--- src/rtl/pc_sequencer.sv ---
// pc_sequencer
//   Program-counter sequencer for the instruction-fetch stage. Holds the PC
//   register and sequences program load, start and finish. The next fetch
//   address comes from a jump redirect, a branch redirect or a sequential
//   increment, in that priority order. A stall freezes the PC. Also keeps a
//   saturating count of accepted fetches.
//
// Ports
//   clk, rst_n        clock (rising edge), asynchronous active-low reset
//   program_loaded    level: program image present (low forces LOAD)
//   program_start     begin execution from READY
//   program_finished  level: leave RUN for HALT
//   stall             freeze PC, state and count this cycle
//   branch_taken/branch_target, jump_valid/jump_target  redirect requests
//   pc_out            registered fetch address
//   pc_plus           pc_out + STEP (combinational, wraps)
//   fetch_valid       pc_out is a live fetch this cycle
//   state_out         FSM state encoding
//   instr_count       accepted fetches since entering RUN, saturating
module pc_sequencer #(
   parameter int unsigned                 ADDR_WIDTH   = 32,
   parameter int unsigned                 STEP         = 4,
   parameter logic [ADDR_WIDTH-1:0]       RESET_VECTOR = '0,
   parameter int unsigned                 COUNT_WIDTH  = 16
) (
   input  logic                   clk,
   input  logic                   rst_n,
   input  logic                   program_loaded,
   input  logic                   program_start,
   input  logic                   program_finished,
   input  logic                   stall,
   input  logic                   branch_taken,
   input  logic [ADDR_WIDTH-1:0]  branch_target,
   input  logic                   jump_valid,
   input  logic [ADDR_WIDTH-1:0]  jump_target,
   output logic [ADDR_WIDTH-1:0]  pc_out,
   output logic [ADDR_WIDTH-1:0]  pc_plus,
   output logic                   fetch_valid,
   output logic [1:0]             state_out,
   output logic [COUNT_WIDTH-1:0] instr_count
);

   typedef enum logic [1:0] {
      LOAD  = 2'b00,
      READY = 2'b01,
      RUN   = 2'b10,
      HALT  = 2'b11
   } stateT;

   // Clears the low log2(STEP) bits of a redirect target.
   localparam logic [ADDR_WIDTH-1:0] ALIGN_MASK = ~(ADDR_WIDTH'(STEP - 1));
   localparam logic [ADDR_WIDTH-1:0] STEP_INC   = ADDR_WIDTH'(STEP);

   stateT                  state, stateNext;
   logic [ADDR_WIDTH-1:0]  pc, pcNext;
   logic [COUNT_WIDTH-1:0] count, countNext;
   logic                   fetchLive;

   assign fetchLive   = (state == RUN) & ~stall & ~program_finished & program_loaded;

   assign pc_out      = pc;
   assign pc_plus     = pc + STEP_INC;
   assign fetch_valid = fetchLive;
   assign state_out   = state;
   assign instr_count = count;

   always_ff @(posedge clk or negedge rst_n) begin
      if (!rst_n) begin
         state <= LOAD;
         pc    <= RESET_VECTOR;
         count <= '0;
      end else begin
         state <= stateNext;
         pc    <= pcNext;
         count <= countNext;
      end
   end

   always_comb begin
      stateNext = state;
      pcNext    = pc;
      countNext = count;

      if (!program_loaded) begin
         // Unloading overrides everything, including stall and redirects.
         stateNext = LOAD;
         pcNext    = RESET_VECTOR;
      end else begin
         unique case (state)
            LOAD: begin
               pcNext    = RESET_VECTOR;
               stateNext = READY;
            end
            READY: begin
               if (program_start) begin
                  stateNext = RUN;
                  countNext = '0;
               end
            end
            RUN: begin
               // A stall freezes everything; a finish request beats any
               // redirect or increment and leaves the PC where it is.
               if (!stall) begin
                  if (program_finished) begin
                     stateNext = HALT;
                  end else begin
                     if (jump_valid)
                        pcNext = jump_target & ALIGN_MASK;
                     else if (branch_taken)
                        pcNext = branch_target & ALIGN_MASK;
                     else
                        pcNext = pc + STEP_INC;
                     if (count != '1)
                        countNext = count + COUNT_WIDTH'(1);
                  end
               end
            end
            HALT: begin
               stateNext = HALT;
            end
            default: begin
               stateNext = LOAD;
               pcNext    = RESET_VECTOR;
            end
         endcase
      end
   end

endmodule

--- config.mk ---
export PLATFORM = sky130hd
export DESIGN_NAME = pc_sequencer
export DESIGN_NICKNAME = d
export VERILOG_FILES = /design/src/rtl/pc_sequencer.sv
export SDC_FILE = /design/constraint.sdc
export NUM_CORES = 1
export LEC_CHECK = 0
export ABC_AREA = 1
export CAP_MARGIN = 10
export CORE_MARGIN = 2
export CORE_UTILIZATION = 55
export CTS_BUF_LIST = sky130_fd_sc_hd__clkbuf_8 sky130_fd_sc_hd__clkbuf_16
export CTS_CLUSTER_SIZE = 10
export DETAILED_ROUTE_END_ITERATION = 10
export DONT_BUFFER_PORTS = 1
export PLACE_DENSITY = 0.7
export SLEW_MARGIN = 20
export SYNTH_ARGS = -nofsm -noshare
export SYNTH_HDL_FRONTEND = slang
export SYNTH_SLANG_ARGS = --single-unit
--- constraint.sdc ---
create_clock -name clk -period 3.1 [get_ports clk]
set_input_delay 0.465 -clock clk [delete_from_list [all_inputs] [get_ports clk]]
set_output_delay 0.465 -clock clk [all_outputs]
set_load 0.005 [all_outputs]
## After elaboration in Yosys (flattened, before gate mapping)

Index checks and enable logic that the tools add are counted.

- Register bits after elaboration: 50
- Bits of input ports: 72
- Output and inout bits: 83
- Logic and storage cells: 44

- $add $sub $neg: 2
- Equality and inequality tests: 13
- Multiplexer cells: 16
- Bitwise gates (word level): 5
- Reduce and logical (&&, ||, !) cells: 5

Operator list:

| operator | count |
|---|---|
| 32-bit 2-to-1 mux | 5 |
| 16-bit 2-to-1 mux | 4 |
| 32-bit case mux with 2 select lines | 1 |
| 32-bit by 3-bit adder with 32-bit output (second input constant) | 1 |
| 16-bit case mux with 2 select lines | 1 |
| 16-bit by 1-bit adder with 16-bit output (second input constant) | 1 |
| 16-bit != test (second input constant) | 1 |
| 3-bit != test (second input constant) | 4 |
| 2-bit 2-to-1 mux | 4 |
| 2-bit case mux with 4 select lines | 1 |
| 2-bit != test (second input constant) | 3 |
| 3-bit AND reduction | 2 |
| 6-bit AND reduction | 1 |
| 2-bit equality test (second input constant) | 2 |
| 1-bit AND | 3 |
| 3-bit by 1-bit != test with 1-bit output (second input constant) | 1 |
| 2-bit by 1-bit equality test with 1-bit output (second input constant) | 1 |
| 2-bit zero test | 1 |
| 2-bit by 1-bit != test with 1-bit output (second input constant) | 1 |
| 1-bit inverter | 2 |
| 2-bit nonzero test | 1 |

## Depth between registers and ports, before layout

- Depth in word-level cells: 7
- Mapped depth: 12
- Gate-level depth less buffers: 12

## Least setup slack after synthesis

OpenSTA, ideal clock, no wires.

- Path kind: register to output
- Start point: register pc[2] (netlist: pc_out[2])
- End point: output pc_plus[22]
- Data arrival time: 1.250 ns
- Data required time: 2.635 ns
- Path slack: 1.385 ns
- Cell stages (with the launch flop): 8
- Path buffers: 0
- Cell sequence: dfrtp_1 -> ha_1 -> inv_1 -> nor2_4 -> nand2_4 -> nor2_1 -> nand3_1 -> nand2_1

- Word-level cells in the longest chain between the ends: 1

RTL lines:

| item | line | RTL |
|---|---|---|
| from (decl) | 55 | `logic [ADDR_WIDTH-1:0] pc, pcNext;` |
| from (signal assigned) | 74 | `pc <= pcNext;` |
| 32-bit by 3-bit adder with 32-bit output | 62 | `assign pc_plus = pc + STEP_INC;` |
| to (decl) | 37 | `output logic [ADDR_WIDTH-1:0] pc_plus,` |

No other way between the ends.

## Worst setup path in the final report

- Start point: register count[0] (netlist: instr_count[0])
- End point: register count[9] (netlist: instr_count[9])

- Word-level cells in the longest chain between the ends: 5
- Elaborated cells on any way between the ends: 8
- Those cells by class: 1 x add/sub; 2 x eq/ne; 4 x mux; 1 x reduce/logical

RTL lines:

| item | line | RTL |
|---|---|---|
| from (decl) | 56 | `logic [COUNT_WIDTH-1:0] count, countNext;` |
| from (signal assigned) | 75 | `count <= countNext;` |
| 16-bit by 1-bit adder with 16-bit output | 114 | `countNext = count + COUNT_WIDTH'(1);` |
| 16-bit 2-to-1 mux | 113 | `if (count != '1)` |
| 16-bit 2-to-1 mux | 104 | `if (program_finished) begin` |
| 16-bit 2-to-1 mux | 103 | `if (!stall) begin` |
| 16-bit case mux with 2 select lines | 89 | `unique case (state)` |

Parallel ways exist; a longest one is shown, timed or not. The select of a mux whose other input is x is not followed.
A chain may end at the register's enable or synchronous reset.

==> flow_summary.toml <==
[timing]
fin_crit_ps = 2400
fmax_ghz = 0.417
min_period_over_period_pct = 77.4
tightest_slew_ps = 839
rsz0062_at_grt = "no"
tns_ps = 0
drv_slew = 0
finalHoldViolations = 0
hold-worst-slack_ps = 310
relSlewSlack_pct = 44.0
skew_ps = 6.11
setup_viol = 0
worst_slack_ps = 702

[floorplan]
dieHeight_um = 88.5
ios = 155
rows = 30
die_x_um = 88.5
fp.dieArea_um2 = 7830
initial_utilization_pct = 57.2
coreArea_um2 = 6870

[synth]
synth_cell_types = 39
synth_top_area_share_pct = 30.6
ys_async_sr_fraction_pct = 100
seq_area_frac_synth_pct = 30.6
synthTopCellsByArea = "dfrtp_1 31%, nand2_1 23%, nor2_1 8.2%"
synth-seq-cells = 48
synth_compound_area_share_pct = 9.27
synth-simple-area-share_pct = 45.5
synthAdderAreaFrac_pct = 0.956
synth.largest_area_cell = "dfrtp_1"
synth_ff_type = "dfrtp_1"
synthCells = 634
synth_edf_count = 0
synth.mux.area_fraction_pct = 0
synth_top_family_by_area = "simple AND/OR/NAND/NOR gates"
syn_avg_cell_area_um2 = 6.19
synth-xor-area-share_pct = 4.62
yosys_warnings = 0
synthesis.area_um2 = 3930

[drt]
ant_nets = 0
num_vias = 3890
vias_per_cell = 5.43
drcViolationCount = 0
drtIter0Drc = 177
routed_wl_mm = 10.7
drt-pass1-iter-count = 4
wl_per_cell_um = 15.0

[placement]
place_congestion = 0.894
io_buffers = 0
hpwl_mm = 7.90
placed_area_um2 = 3930
place_ws_ps = 744

[status]
status = "finished clean"

[worst_setup_path]
worstPathArrival_ps = 2580
crit_buf_inv = 0
crit_slowest_cell = "o21ai_2"
max_stage_delay_ps = 460
crit_type = "reg2reg"
critPathMaxFanout = 21
critPathTopFamily = "simple AND/OR/NAND/NOR gates"
start_kind = "flop"
worstPathCellList = "ha_1 > nand3_2 > nor2_2 > nand2_1 > o21ai_2 > nand2_2 > nand3b_1 > o21ai_1"
required_ps = 3280
crit_path_end_kind = "flop"

[cts]
insertion_delay_ps = 300
cts.clk_slew.worst_paths_ps = 90
clock_path_buffers = 2
cts_inserted_buffers = 5
cts_tree = "done"
h-tree-depth = 2
cts_resized = 0
cts.sinks = 48
clockRootBuffer = "clkbuf_8"

[cells_and_area]
fill_cells = 687
final_common_cell = "nand2_1"
final_nets = 696
design_area_um2 = 4050
layout-drive-gt1-share_pct = 6.92
final_cell_mix = "243 x nand2_1, 86 x nor2_1, 54 x inv_1"
areaGrowthSynthToFinish_pct = 3.09
diodes = 0

[power]
ir_worst_vdd_mv = 0.270
power.total_mw = 1.35
p_leak_nw = 1.96
p_per_area_nw_per_um2 = 333

[global_routing]
grt_usage_pct = 28.0
antenna_found_initial = 0
grt_max_degree = 49
grt_pass1_wl_mm = 17.4
overflow = 0
grt_pass1_vias = 3697

[min_path]
hold_class = "in2reg"

[job]
max_cap_viol_count = 0
routing by layer:
| layer | vias to the layer above | global-route usage, % | share of wire [%] |
|---|---|---|---|
| met5 | - | 0 | 0 |
| met4 | 0 | 6.47 | 1.1 |
| met3 | 13 | 6.16 | 7.6 |
| met2 | 137 | 51.1 | 50 |
| met1 | 1790 | 33.8 | 41 |
| li1 | 1950 | - | - |
registers in the layout, indices dropped and copies added (netlist names):
| register | cells |
|---|---|
| pc_out | 30 |
| instr_count | 16 |
| state_out | 2 |
worst paths after layout:
check	from	to	slack, ps	depth (start not counted)
max	instr_count[0]	instr_count[9]	700	8
min	jump_target[6]	pc_out[6]	310	2
max reg2reg	instr_count[0]	instr_count[9]	700	8
min reg2reg	pc_out[31]	pc_out[31]	590	2
max in group asynchronous	rst_n	instr_count[12]	2190	2
min in group asynchronous	rst_n	pc_out[20]	650	2
where the power goes:
part	internal [mW]	switching (mW)	leakage, nW	total, mW
Combinational	0.0817	0.168	1.25	0.250
Sequential	0.666	0.0657	0.664	0.731
Clock	0.151	0.216	0.0452	0.367
Total	0.898	0.450	1.96	1.35
metrics by stage:
stage / instances / util [%]
after floorplan: 637 / -
after detailed placement: 708 / 57.3
after global routing: 717 / 58.9
after CTS: 716 / 58.8
final: 717 / 58.9
after global placement: 708 / 57.3
kinds of logic after synthesis:
logic type | count (synthesis)
other | 1
AND/OR/NAND/NOR | 417
buffers and inverters | 83
adder cells (fa/ha/maj) | 3
flip-flops | 48
XOR/XNOR | 19
AO/OA/AOI/OAI | 63
cell type report:
cell class,count,area (µm²),share of cell area [%]
Tap cell,96,120,2.97
Clock inverter,2,8.76,0.216
Inverter,57,214,5.28
Sequential cell,48,1200,29.7
Timing Repair Buffer,3,45.0,1.11
Multi-Input combinational cell,506,2390,59.1
Clock buffer,5,68.8,1.70
cells in the mapped netlist, types with 5 or more instances:
master      n
buf_4       5
nor2_4      7
xor2_1     13
dfrtp_1    48
a21oi_1    10
o21ai_0    28
nor2_2      6
nand3b_1    8
nand3_1    48
nand2_1   243
buf_2       6
o21ai_1     9
nand4_1     5
clkbuf_1   12
inv_1      53
nor2_1     86
timing repair:
| action | in CTS | in global routing |
|---|---|---|
| endpoints found under the hold margin | 48 | 4 |
| hold buffers | 1 | 1 |
| buffers inserted | 0 | 0 |
worst register-to-register path, delay by kind of cell (launching register included):
kind | cells | cell delay, ps
compound gates | 2 | 540
simple gates | 5 | 1030
flops | 1 | 450
fa+ha+maj | 1 | 250
No activity file was read; power rests on OpenSTA's default activity.
